<file path="src/rtl/maxfinder_pkg.sv">
// maxfinder_loader shared definitions
// Default widths, frame length and search-state encoding.
package maxfinder_pkg;

  localparam int WIDTH_DEF = 4;
  localparam int AW_DEF = 4;
  localparam logic [3:0] LASTADDR_DEF = 4'hf;

  typedef enum logic {
    IDLE   = 1'b0,
    SEARCH = 1'b1
  } state_t;

endpackage

</file>
<file path="src/rtl/maxfinder_sample_ram.sv">
// maxfinder sample register file
// One synchronous write port, one combinational read port.
module maxfinder_sample_ram #(
  parameter int WIDTH = 4,
  parameter int AW = 4
) (
  input  logic             clk,
  input  logic             we,
  input  logic [AW-1:0]    wr_addr,
  input  logic [WIDTH-1:0] wr_data,
  input  logic [AW-1:0]    rd_addr,
  output logic [WIDTH-1:0] rd_data
);

  logic [WIDTH-1:0] mem [2**AW];

  // sample storage, contents are not reset
  always_ff @(posedge clk) begin
    if (we) mem[wr_addr] <= wr_data;
  end

  assign rd_data = mem[rd_addr];

endmodule

</file>
<file path="src/rtl/maxfinder_loader.sv">
// maxfinder_loader: fills sample frames and hands them to the searcher.
// Define MAXFINDER_LOADER_PINGPONG_EN for two banks (fill while searching).
module maxfinder_loader
  import maxfinder_pkg::*;
#(
  parameter int WIDTH = WIDTH_DEF,
  parameter int AW = AW_DEF,
  parameter logic [AW-1:0] LASTADDR = AW'(LASTADDR_DEF)
) (
  input  logic             clk,
  input  logic             reset,
  input  logic             in_valid,
  input  logic [WIDTH-1:0] in_data,
  output logic             in_ready,
  input  logic [AW-1:0]    rd_addr,
  output logic [WIDTH-1:0] rd_data,
  output logic             start,
  input  logic             done,
  output logic             busy
);

  state_t        state;
  logic [AW-1:0] wr_ptr;
  logic          accept;
  logic          last;
  logic          release_bank;
  logic          rd_full;

  assign accept = in_valid && in_ready;
  assign last = accept && (wr_ptr == LASTADDR);
  assign busy = (state == SEARCH);
  assign release_bank = busy && done;

  // write pointer walks the frame and wraps after the last address
  always_ff @(posedge clk or posedge reset) begin
    if (reset) begin
      wr_ptr <= '0;
    end else if (accept) begin
      wr_ptr <= last ? '0 : wr_ptr + 1'b1;
    end
  end

`ifdef MAXFINDER_LOADER_PINGPONG_EN

  logic             wr_bank;
  logic             rd_bank;
  logic [1:0]       full;
  logic [WIDTH-1:0] rd_data0;
  logic [WIDTH-1:0] rd_data1;

  assign in_ready = !full[wr_bank];
  assign rd_full = full[rd_bank];
  assign rd_data = rd_bank ? rd_data1 : rd_data0;

  // bank ownership: writer marks a bank full, searcher frees it
  always_ff @(posedge clk or posedge reset) begin
    if (reset) begin
      wr_bank <= 1'b0;
      rd_bank <= 1'b0;
      full    <= 2'b00;
    end else begin
      if (last) begin
        full[wr_bank] <= 1'b1;
        wr_bank       <= !wr_bank;
      end
      if (release_bank) begin
        full[rd_bank] <= 1'b0;
        rd_bank       <= !rd_bank;
      end
    end
  end

  maxfinder_sample_ram #(
    .WIDTH(WIDTH),
    .AW   (AW)
  ) u_ram0 (
    .clk    (clk),
    .we     (accept && !wr_bank),
    .wr_addr(wr_ptr),
    .wr_data(in_data),
    .rd_addr(rd_addr),
    .rd_data(rd_data0)
  );

  maxfinder_sample_ram #(
    .WIDTH(WIDTH),
    .AW   (AW)
  ) u_ram1 (
    .clk    (clk),
    .we     (accept && wr_bank),
    .wr_addr(wr_ptr),
    .wr_data(in_data),
    .rd_addr(rd_addr),
    .rd_data(rd_data1)
  );

`else

  logic full;

  assign in_ready = !full;
  assign rd_full = full;

  // single bank: held full from frame completion until the search ends
  always_ff @(posedge clk or posedge reset) begin
    if (reset) begin
      full <= 1'b0;
    end else if (last) begin
      full <= 1'b1;
    end else if (release_bank) begin
      full <= 1'b0;
    end
  end

  maxfinder_sample_ram #(
    .WIDTH(WIDTH),
    .AW   (AW)
  ) u_ram (
    .clk    (clk),
    .we     (accept),
    .wr_addr(wr_ptr),
    .wr_data(in_data),
    .rd_addr(rd_addr),
    .rd_data(rd_data)
  );

`endif

  // search FSM with a registered one-cycle start pulse
  always_ff @(posedge clk or posedge reset) begin
    if (reset) begin
      state <= IDLE;
      start <= 1'b0;
    end else begin
      unique case (state)
        IDLE: begin
          if (rd_full) begin
            state <= SEARCH;
            start <= 1'b1;
          end else begin
            start <= 1'b0;
          end
        end
        SEARCH: begin
          start <= 1'b0;
          if (done) state <= IDLE;
        end
        default: begin
          state <= IDLE;
          start <= 1'b0;
        end
      endcase
    end
  end

endmodule
</file>
<file path="config.mk">
export PLATFORM = sky130hd
export DESIGN_NAME = maxfinder_loader
export DESIGN_NICKNAME = d
export VERILOG_FILES = /design/src/rtl/maxfinder_pkg.sv /design/src/rtl/maxfinder_sample_ram.sv /design/src/rtl/maxfinder_loader.sv
export SDC_FILE = /design/constraint.sdc
export NUM_CORES = 1
export LEC_CHECK = 0
export BUFFER_PORTS_ARGS = -buffer_cell sky130_fd_sc_hd__clkbuf_2
export CAP_MARGIN = 20
export CORE_UTILIZATION = 45
export CTS_BUF_LIST = sky130_fd_sc_hd__clkbuf_16
export CTS_CLUSTER_DIAMETER = 80
export DETAILED_ROUTE_END_ITERATION = 7
export GPL_ROUTABILITY_DRIVEN = 0
export MAX_ROUTING_LAYER = met4
export PLACE_DENSITY = 0.74
export SLEW_MARGIN = 15
export SYNTH_ARGS = -nofsm -noshare
export SYNTH_HDL_FRONTEND = slang
export SYNTH_HIERARCHICAL = 1
export SYNTH_SLANG_ARGS = --single-unit
</file>
<file path="constraint.sdc">
create_clock -name clk -period 2.95 [get_ports clk]
set_clock_uncertainty 0.2 [all_clocks]
set_input_delay 0.59 -clock clk [delete_from_list [all_inputs] [get_ports clk]]
set_output_delay 0.59 -clock clk [all_outputs]
set_load 0.01 [all_outputs]
</file>
# After elaboration in Yosys (flattened, before gate mapping)
# Memories as Yosys holds them, arrays and structs flattened.
# Cells that the tools add are included.
[totals]
n_memories = 1
ram_bits = 64
regBits = 7
word_cells = 22
out_inout_bits = 7
input_bits = 12
[classes]
eq_ne = 1
reduce_logical = 5
n_addsub = 1
bitwise = 1
n_mux = 9
[memory_table]
columns = ["memory", "depth", "width", "rd", "rd_clocked_by_memory_dff", "write_ports", "line", "rtl"]
rows = [
  ["u_ram.mem", 16, 4, 1, 0, 1, "maxfinder_sample_ram.sv:15", "logic [WIDTH-1:0] mem [2**AW];"],
]
[op_table]
columns = ["cell", "count"]
rows = [
  ["1-bit 2-to-1 mux", 6],
  ["4-bit by 1-bit adder with 4-bit output, second input constant", 1],
  ["4-bit equality test, second input constant", 1],
  ["4-bit 2-to-1 mux", 1],
  ["1-bit one-hot mux with 2 select lines", 2],
  ["1-bit logical AND", 3],
  ["2-bit nonzero test", 1],
  ["1-bit logical NOT", 1],
  ["1-bit NOT", 1],
]

# Longest topological paths before layout
# Gate-level depths: netlist of run 1.
[depth]
ltp_word = 4
depth_mapped = 5

# Modules after synthesis
# Netlist of run 1, hierarchy kept.
[by_module_without_submodules]
columns = ["mod", "n_inst", "area_each_um2", "cells_per_inst"]
rows = [
  ["maxfinder_sample_ram", 1, 2586.2, 126],
  ["maxfinder_loader", 1, 315.3, 28],
]

# Least setup slack after synthesis of run 1
# No wires, ideal clock.
[synth_path]
path_type = "input port to output port"
start = "input port rd_addr[1]"
end = "output port rd_data[1]"
slack_ns = 0.564
required_ns = 2.160
arrival_ns = 1.596
cell_stages = 5
n_path_buf = 2
cell_sequence = "clkbuf_1 > buf_2 > mux4_2 > a22oi_1 > nand3_1"
[synth_between]
elab_chain_len = 1
[synth_rtl]
columns = ["element", "line", "rtl"]
rows = [
  ["start: declaration", "maxfinder_loader.sv:15", "input logic [AW-1:0] rd_addr,"],
  ["memory read 16 x 4 bit", "n/a", ""],
  ["end: declaration", "maxfinder_loader.sv:16", "output logic [WIDTH-1:0] rd_data,"],
]
# No other way between the ends.

# Final worst setup path of run 1
[layout_path]
start = "input port rd_addr[0]"
end = "output port rd_data[3]"
# The elaborated chain is that of the path after synthesis.

==> metrics.txt, run 1 <==
outcome=finished clean; hold path start=done; Vias=1492; worst hold path class=input pin to flip-flop; period utilization=94.9%; CTS Root Cell=clkbuf_16; starting density of the core=47.9%; All-Layer GR Usage=17.5%; crit end category=output pin; r2r worst-path depth=3; Synth Area in Compound Gates=2.24%; clk slew on worst S/H paths=0.05 ns; final WL=4970 um; Max Clk Rate=357 MHz; WS Path Type=input pin to output pin; Max-slew headroom=57.3%; Yosys reg bits=71; max-slew violations=0; Arrival @ worst endpoint=2.01 ns; Syn Inst Count=154; worst IR drop on VDD=0.408 mV; worst hold stages=2; initial drt markers=111; H-tree Lvls=3; Final Util=54.6%; Die Area=6770 um2; Area growth syn-to-layout=14.1%; Cell Area, Synth=2900 um2; CTS tree=built; Startpoint Class=input pin; vias in the first global route=1530; Layout Nets=195; WHS Endpoint=busy; Antenna Violating Nets Remaining=0; DP HPWL=3380 um; minimum clock period=2.80 ns; total power=2590 uW; pwr dens=782 nW/um2; DIE WIDTH=82.3 um; post-synthesis adder-cell area fraction=0.431%; Initial DRT Pass Iterations=4; Required @ worst endpoint=2.16 ns; routed len/inst=19.1 um; Pleak=0.00118 uW; register-to-register setup slack=0.93 ns; initial antenna violation count=0; worst-margin pin slew=0.635 ns; Avg Vias per Cell=5.74; final hold violation count=0; Sinks on Clock Net=71; Post-Synth XOR/XNOR Area=0.302%; syn_nets=167; worst r2r src=full; syn_area_per_cell=18.8 um2; Max Cap Violations=0; Remaining Overflow, GRT=0; DRC=0; Rows=28; setup TNS=0 ns; Resized Gates After CTS=0; clk_lat worst skew=0.32 ns; core area=6060 um2; ANT cells=0; crit path max fanout=9; RSZ-0062 raised after global routing=false; first-pass GRT wire length=7620 um; yosys synthesis warning count=6; post-synthesis mux area share=15.1%; pin count of the biggest net entering global routing=17; reg2reg end=u_ram/mem[3][2]; Simple-Gate Fraction of Synth Area=7.63%; Seq/Total Area, Yosys=72.3%; largest family of logic cells by synthesized area=multiplexers; # IOs=19; hold_ws=0.259 ns; # Post-CTS Setup Buffers=0; clk buf depth=2; layout cells sized above 1=18.9%; I/O Buffers=18; number of distinct library cells after synthesis=27; TritonCTS Buffers=9; die height=82.3 um; final setup fails=0
-- synthesized netlist by cell type --
cell	number	area share [%]
edfxtp_1	64	66
nor2_1	15	1.9
mux4_1	14	13
nand3_1	10	1.7
dfrtp_1	7	6.0
nand2_1	7	0.91
a22oi_1	4	1.0
nor3_1	4	0.69
a21oi_1	3	0.52
nand3b_1	3	0.78
nor2b_1	3	0.65
buf_6	2	0.78
inv_1	2	0.26
mux4_2	2	1.6
nand2b_1	2	0.43
a41o_1	1	0.34
buf_12	1	0.69
buf_2	1	0.17
clkbuf_1	1	0.13
ha_1	1	0.43
mux2_4	1	0.52
mux2i_1	1	0.34
nand4_1	1	0.22
o21ai_0	1	0.17
o21ai_1	1	0.17
or3b_2	1	0.30
xnor2_1	1	0.30
-- worst max-delay path: stages --
cell and delay, ns:
clkbuf_2 0.26, buf_4 0.24, mux4_1 0.59, nand3_1 0.11
nand3_1 0.08, clkbuf_2 0.13
-- worst max path at each step --
stage	start	to	slack, ns	cells after the start
after CTS	rd_addr[0]	rd_data[3]	0.16	6
after detailed placement	rd_addr[0]	rd_data[3]	0.16	6
after global placement	rd_addr[0]	rd_data[3]	0.20	6
final	rd_addr[0]	rd_data[3]	0.15	6
after global routing	rd_addr[0]	rd_data[3]	0.09	6
after floorplan	rd_addr[1]	rd_data[1]	0.56	5
-- registers in the layout (all words and copies together) (netlist names) --
signal / cells
busy: 1
full: 1
start: 1
u_ram/mem: 64
wr_ptr: 4
-- placed cells by master (no fill, tap or decap), types with 4 or more instances in the layout --
master     synthesis  routed
edfxtp_1          64      64
nor3_1             4       4
clkbuf_16          0       9
dfrtp_1            7       7
a22oi_1            4       4
nand2_1            7       7
nor2_1            15      15
clkbuf_2           0      18
nand3_1           10      10
inv_1              2       4
mux4_1            14      14
-- cell type report --
cell class,count,area (um2)
inverter,2,7.51
fill,448,2750
clock buffer,9,225
sequential,71,2100
tap,75,93.8
timing repair buffer,22,123
clock inverter,5,20.0
multi-input combinational,76,746
-- cells by family (layout without fill, tap and decap cells) --
group,after synthesis,count (layout)
AOI/OAI and AO/OA,10,10
buffers and inverters,7,38
DFF,71,71
adders and majority gates,1,1
muxes,18,18
xor gates and xnor gates,1,1
and+or+nand+nor,46,46
-- through the flow --
step	area [um2]	std cells	worst slack [ns]
2_1_floorplan	2900	154	0.564
3_3_place_gp	3060	245	0.203
3_5_place_dp	3060	245	0.160
4_1_cts	3310	260	0.157
5_1_grt	3310	260	0.0950
6_report	3310	260	0.151
-- layer usage --
metal	global-route usage [%]	wire (um)
met1	18.9	2020
met2	28.2	2580
met3	3.85	271
met4	13.2	101
met5	-	0
-- report_power, final --
group,leakage (uW),switching [uW],internal (uW),total [uW]
Sequential,0.000666,101,1230,1330
Combinational,0.000386,213,162,375
Clock,0.000129,342,543,885
-- what timing repair did --
item	in CTS	in global routing
hold buffers	1	0
setup endpoints to repair	0	0
hold endpoints to repair	7	0
Note: power is estimated with default switching activity, not from simulation.
==> inputs of run 2 (changes only) <==
RECOVER_POWER = 50   (was default)
SKIP_CTS_REPAIR_TIMING = 1   (was default)
==> metrics.txt, run 2 (synthesis results as in run 1) <==
outcome=finished clean; final design area excluding fillers=3310 um2 (-0.15%); met2 routed wirelength=2540 um (-1.5%); fillers=452 (+0.89%); DIE WIDTH=82.3 um (unchanged); Pleak=0.00117 uW (-1.0%); clk_lat worst skew=0.32 ns (about the same); Startpoint Class=input pin; cell area after placement=3060 um2 (unchanged); RSZ-0062 raised after global routing=false; CTS Root Cell=clkbuf_16; Arrival @ worst endpoint=2.02 ns (about the same); crit end category=output pin; Max-slew headroom=53.7% (-3.6 points); All-Layer GR Usage=17.5% (unchanged); die height=82.3 um (unchanged); TritonCTS Buffers=9 (unchanged); Initial DRT Pass Iterations=4 (unchanged); crit path max fanout=9 (unchanged); Area growth syn-to-layout=14.0%; pin count of the biggest net entering global routing=17 (unchanged); H-tree Lvls=3 (unchanged); Rows=28 (unchanged); CTS tree=built; initial antenna violation count=0 (unchanged); Max Clk Rate=356 MHz (-0.30%); Layout Nets=195 (unchanged); Required @ worst endpoint=2.16 ns (about the same); Avg Vias per Cell=5.73 (about the same); r2r worst-path depth=4 (+1); ANT cells=0 (unchanged); Antenna Violating Nets Remaining=0 (unchanged); Max Cap Violations=0 (unchanged); largest registers=u_ram/mem: 64 flops, wr_ptr: 4 flops; Remaining Overflow, GRT=0 (unchanged); met1 WL=2080 um (+2.9%); max-slew violations=0 (unchanged); # IOs=19 (unchanged); commonest non-fill, non-tap cell in the layout=edfxtp_1; vias in the first global route=1530 (unchanged); top sig layer=met4; DRC=0 (unchanged); clk buf depth=2 (unchanged); starting density of the core=47.9% (unchanged); routed len/inst=19.1 um (+0.20%); core area=6060 um2 (unchanged); DP HPWL=3380 um (unchanged); Die Area=6770 um2 (unchanged); minimum clock period=2.81 ns (+0.00852 ns); pwr dens=784 nW/um2 (+0.22%); most frequent cells in the layout=edfxtp_1, nor2_1, clkbuf_2, mux4_1, nand3_1; setup TNS=0 ns (unchanged); post-place setup slack=0.160 ns (unchanged); period utilization=95.2% (+0.29 points); worst hold path class=input pin to flip-flop; clk slew on worst S/H paths=0.05 ns (about the same); Vias=1491 (-0.067%); Most flops, register=u_ram/mem; Final Worst Setup Slack=0.143 ns (-0.00852 ns); number of flip-flops under the largest register name=64 (unchanged); I/O Buffers=18 (unchanged); worst hold stages=2 (unchanged); initial drt markers=96 (-14%); met3 routed WL=224 um (-17%); WS Path Type=input pin to output pin; Sinks on Clock Net=71 (unchanged); final WL=4980 um (+0.20%); first-pass GRT wire length=7620 um (unchanged); layout cells sized above 1=16.8% (-2.2 points); worst-margin pin slew=0.694 ns (+0.0587 ns); worst IR drop on VDD=0.408 mV (about the same); final hold violation count=0 (unchanged); final setup fails=0 (unchanged)
run 2: where the power goes:
group | internal, uW | switching, uW | total, uW
registers | 1230 | 102 | 1330
logic | 161 | 214 | 375
clock network | 543 | 343 | 886
total | 1930 | 658 | 2590
run 2: cell type report:
cell class / count / area, um2 / share of cell area, %
clock buffers: 9 / 225 / 6.81
repair buffers: 22 / 118 / 3.56
well taps: 75 / 93.8 / 2.84
inverters: 2 / 7.51 / 0.227
clock inverters: 5 / 20.0 / 0.605
flip-flops and latches: 71 / 2100 / 63.4
multi-input cells: 76 / 746 / 22.6
run 2: per-layer routing:
layer / up-vias / track usage (%)
met5: - / -
met2: 57 / 28.2
met3: 14 / 3.85
met4: 0 / 13.2
met1: 735 / 18.9
li1: 685 / -
run 2: worst paths after layout:
kind / startpoint / to / slack [ns]
min reg2reg: busy / start / 0.29
min: done / busy / 0.26
max in group asynchronous: reset / wr_ptr[0] / 1.81
max reg2reg: full / u_ram/mem[8][2] / 0.95
max: rd_addr[0] / rd_data[3] / 0.14
min in group asynchronous: reset / full / 0.53
run 2: critical path, stage by stage:
cell      delay, ns
clkbuf_2       0.25
buf_4          0.24
mux4_1         0.60
nand3_1        0.11
nand3_1        0.08
clkbuf_2       0.13
run 2: stage by stage:
stage | utilization, % | hold slack [ns] | power [uW] | std cells
global placement | 50.4 | 0.273 | 1690 | 245
detailed placement | 50.4 | 0.286 | 1720 | 245
finish | 54.6 | 0.259 | 2590 | 260
floorplan | - | 0.193 | 1590 | 154
CTS | 54.5 | -0.0337 | 2610 | 259
global route | 54.6 | 0.273 | 2700 | 260
==> inputs of run 3 (changes only) <==
CORE_ASPECT_RATIO = 1.1   (was default)
CORE_MARGIN = 2   (was default)
==> metrics.txt, run 3 (synthesis results as in run 1) <==
outcome=finished clean; WHS Endpoint=busy; H-tree Lvls=3 (unchanged); ANT cells=0 (unchanged); crit path max fanout=10 (+1); Sinks on Clock Net=71 (unchanged); total power=2890 uW (+12%); initial drt markers=73 (-24%); Startpoint Class=input pin; Vias=1462 (-1.9%); Max-slew headroom=54.1% (+0.39 points); Die Area=7110 um2 (+4.9%); crit end category=output pin; Pleak=0.00121 uW (+3.3%); Max Cap Violations=0 (unchanged); r2r worst-path depth=3 (-1); number of flip-flops under the largest register name=64 (unchanged); fillers=485 (+7.3%); max-slew violations=0 (unchanged); WS Path Type=input pin to output pin; CTS Root Cell=clkbuf_16; clk_lat worst skew=0.33 ns (about the same); clk buf depth=2 (unchanged); final WL=4910 um (-1.4%); worst hold stages=2 (unchanged); TritonCTS Buffers=9 (unchanged); core area=6190 um2 (+2.2%); largest registers=u_ram/mem: 64 flops, wr_ptr: 4 flops; Avg Vias per Cell=5.48 (-4.5%); period utilization=91.2% (-3.9 points); pwr dens=847 nW/um2 (+8.0%); starting density of the core=46.8% (-1.0 points); DRC=0 (unchanged); clk slew on worst S/H paths=0.06 ns (about the same); register-to-register setup slack=0.83 ns (-0.12 ns); vias in the first global route=1472 (-3.8%); worst-margin pin slew=0.688 ns (-0.00585 ns); Most flops, register=u_ram/mem; placed cell count=250 (+2.0%); minimum clock period=2.69 ns (-0.116 ns); I/O Buffers=18 (unchanged); pin count of the biggest net entering global routing=17 (unchanged); final cell count without fillers=267 (+2.7%); worst r2r src=full; worst IR drop on VDD=0.440 mV (+7.9%); most frequent cells in the layout=edfxtp_1, nor2_1, clkbuf_2, mux4_1, nand3_1; die height=88.2 um (+7.2%); worst hold path class=input pin to flip-flop; Rows=30 (+7.1%); final setup fails=0 (unchanged); Initial DRT Pass Iterations=4 (unchanged); # IOs=19 (unchanged); final hold violation count=0 (unchanged); commonest non-fill, non-tap cell in the layout=edfxtp_1; setup TNS=0 ns (unchanged); layout cells sized above 1=19.3% (+2.5 points); Required @ worst endpoint=2.16 ns (about the same); DIE WIDTH=80.6 um (-2.1%); Layout Nets=195 (unchanged); DP HPWL=3220 um (-4.8%); RSZ-0062 raised after global routing=false; routed len/inst=18.4 um (-4.0%); All-Layer GR Usage=16.4% (-1.1 points); Worst setup startpoint=rd_addr[0]; Remaining Overflow, GRT=0 (unchanged); first-pass GRT wire length=7850 um (+3.1%); initial antenna violation count=0 (unchanged); CTS tree=built; Arrival @ worst endpoint=1.90 ns (-0.12 ns); hold path start=done; Antenna Violating Nets Remaining=0 (unchanged); hold_ws=0.245 ns (-0.0139 ns); Area growth syn-to-layout=17.8%; Max Clk Rate=372 MHz (+4.3%); reg2reg end=u_ram/mem[0][3]
## run 3: changes by cell type in the layout (fill, tap and decap cells not counted), sizes merged
cell / before / now
bufinv: 0 / 3
inv: 4 / 2
clkinvlp: 0 / 1
## run 3: worst max-delay path: stages
cell and delay, ns:
clkbuf_2 0.22, buf_12 0.17, mux4_2 0.49, a22oi_1 0.19
nand3_1 0.11, clkbuf_2 0.13
## run 3: final cells by class
class	count	area (um2)	share of cell area, %
inverter	2	7.51	0.220
clock buffer	9	225	6.59
timing repair buffer	22	130	3.81
clock inverter	7	111	3.26
sequential	71	2100	61.4
tap	80	100	2.93
multi-input combinational	76	746	21.8
## run 3: how the worst max path moves through the flow
| stage | cells after the start | to | slack, ns |
|---|---|---|---|
| final | 6 | rd_data[2] | 0.26 |
| after detailed placement | 5 | rd_data[0] | 0.25 |
| after global placement | 5 | rd_data[3] | 0.24 |
| after CTS | 5 | rd_data[0] | 0.25 |
| after floorplan | 5 | rd_data[1] | 0.56 |
| after global routing | 6 | rd_data[1] | 0.19 |
## run 3: power breakdown
group	internal (uW)	switching [uW]	total [uW]	leakage [uW]
clock network	818	373	1190	0.000163
registers	1230	105	1330	0.000666
logic	162	205	367	0.000379
total	2210	684	2890	0.00121
## run 3: layer usage
| metal | vias to the layer above | track usage (%) | part of all wire [%] |
|---|---|---|---|
| met1 | 736 | 20.7 | 46 |
| li1 | 685 | - | - |
| met2 | 34 | 24.8 | 49 |
| met5 | - | - | 0 |
| met4 | 0 | 6.47 | 1.1 |
| met3 | 7 | 5.51 | 3.6 |
## run 3: per-stage QoR
| step | instance area (um2) | setup slack (ns) | util (%) |
|---|---|---|---|
| after global routing | 3420 | 0.188 | 55.2 |
| after CTS | 3410 | 0.251 | 55.1 |
| after detailed placement | 3080 | 0.251 | 49.7 |
| after floorplan | 2900 | 0.564 | - |
| final | 3420 | 0.259 | 55.2 |
| after global placement | 3080 | 0.244 | 49.7 |
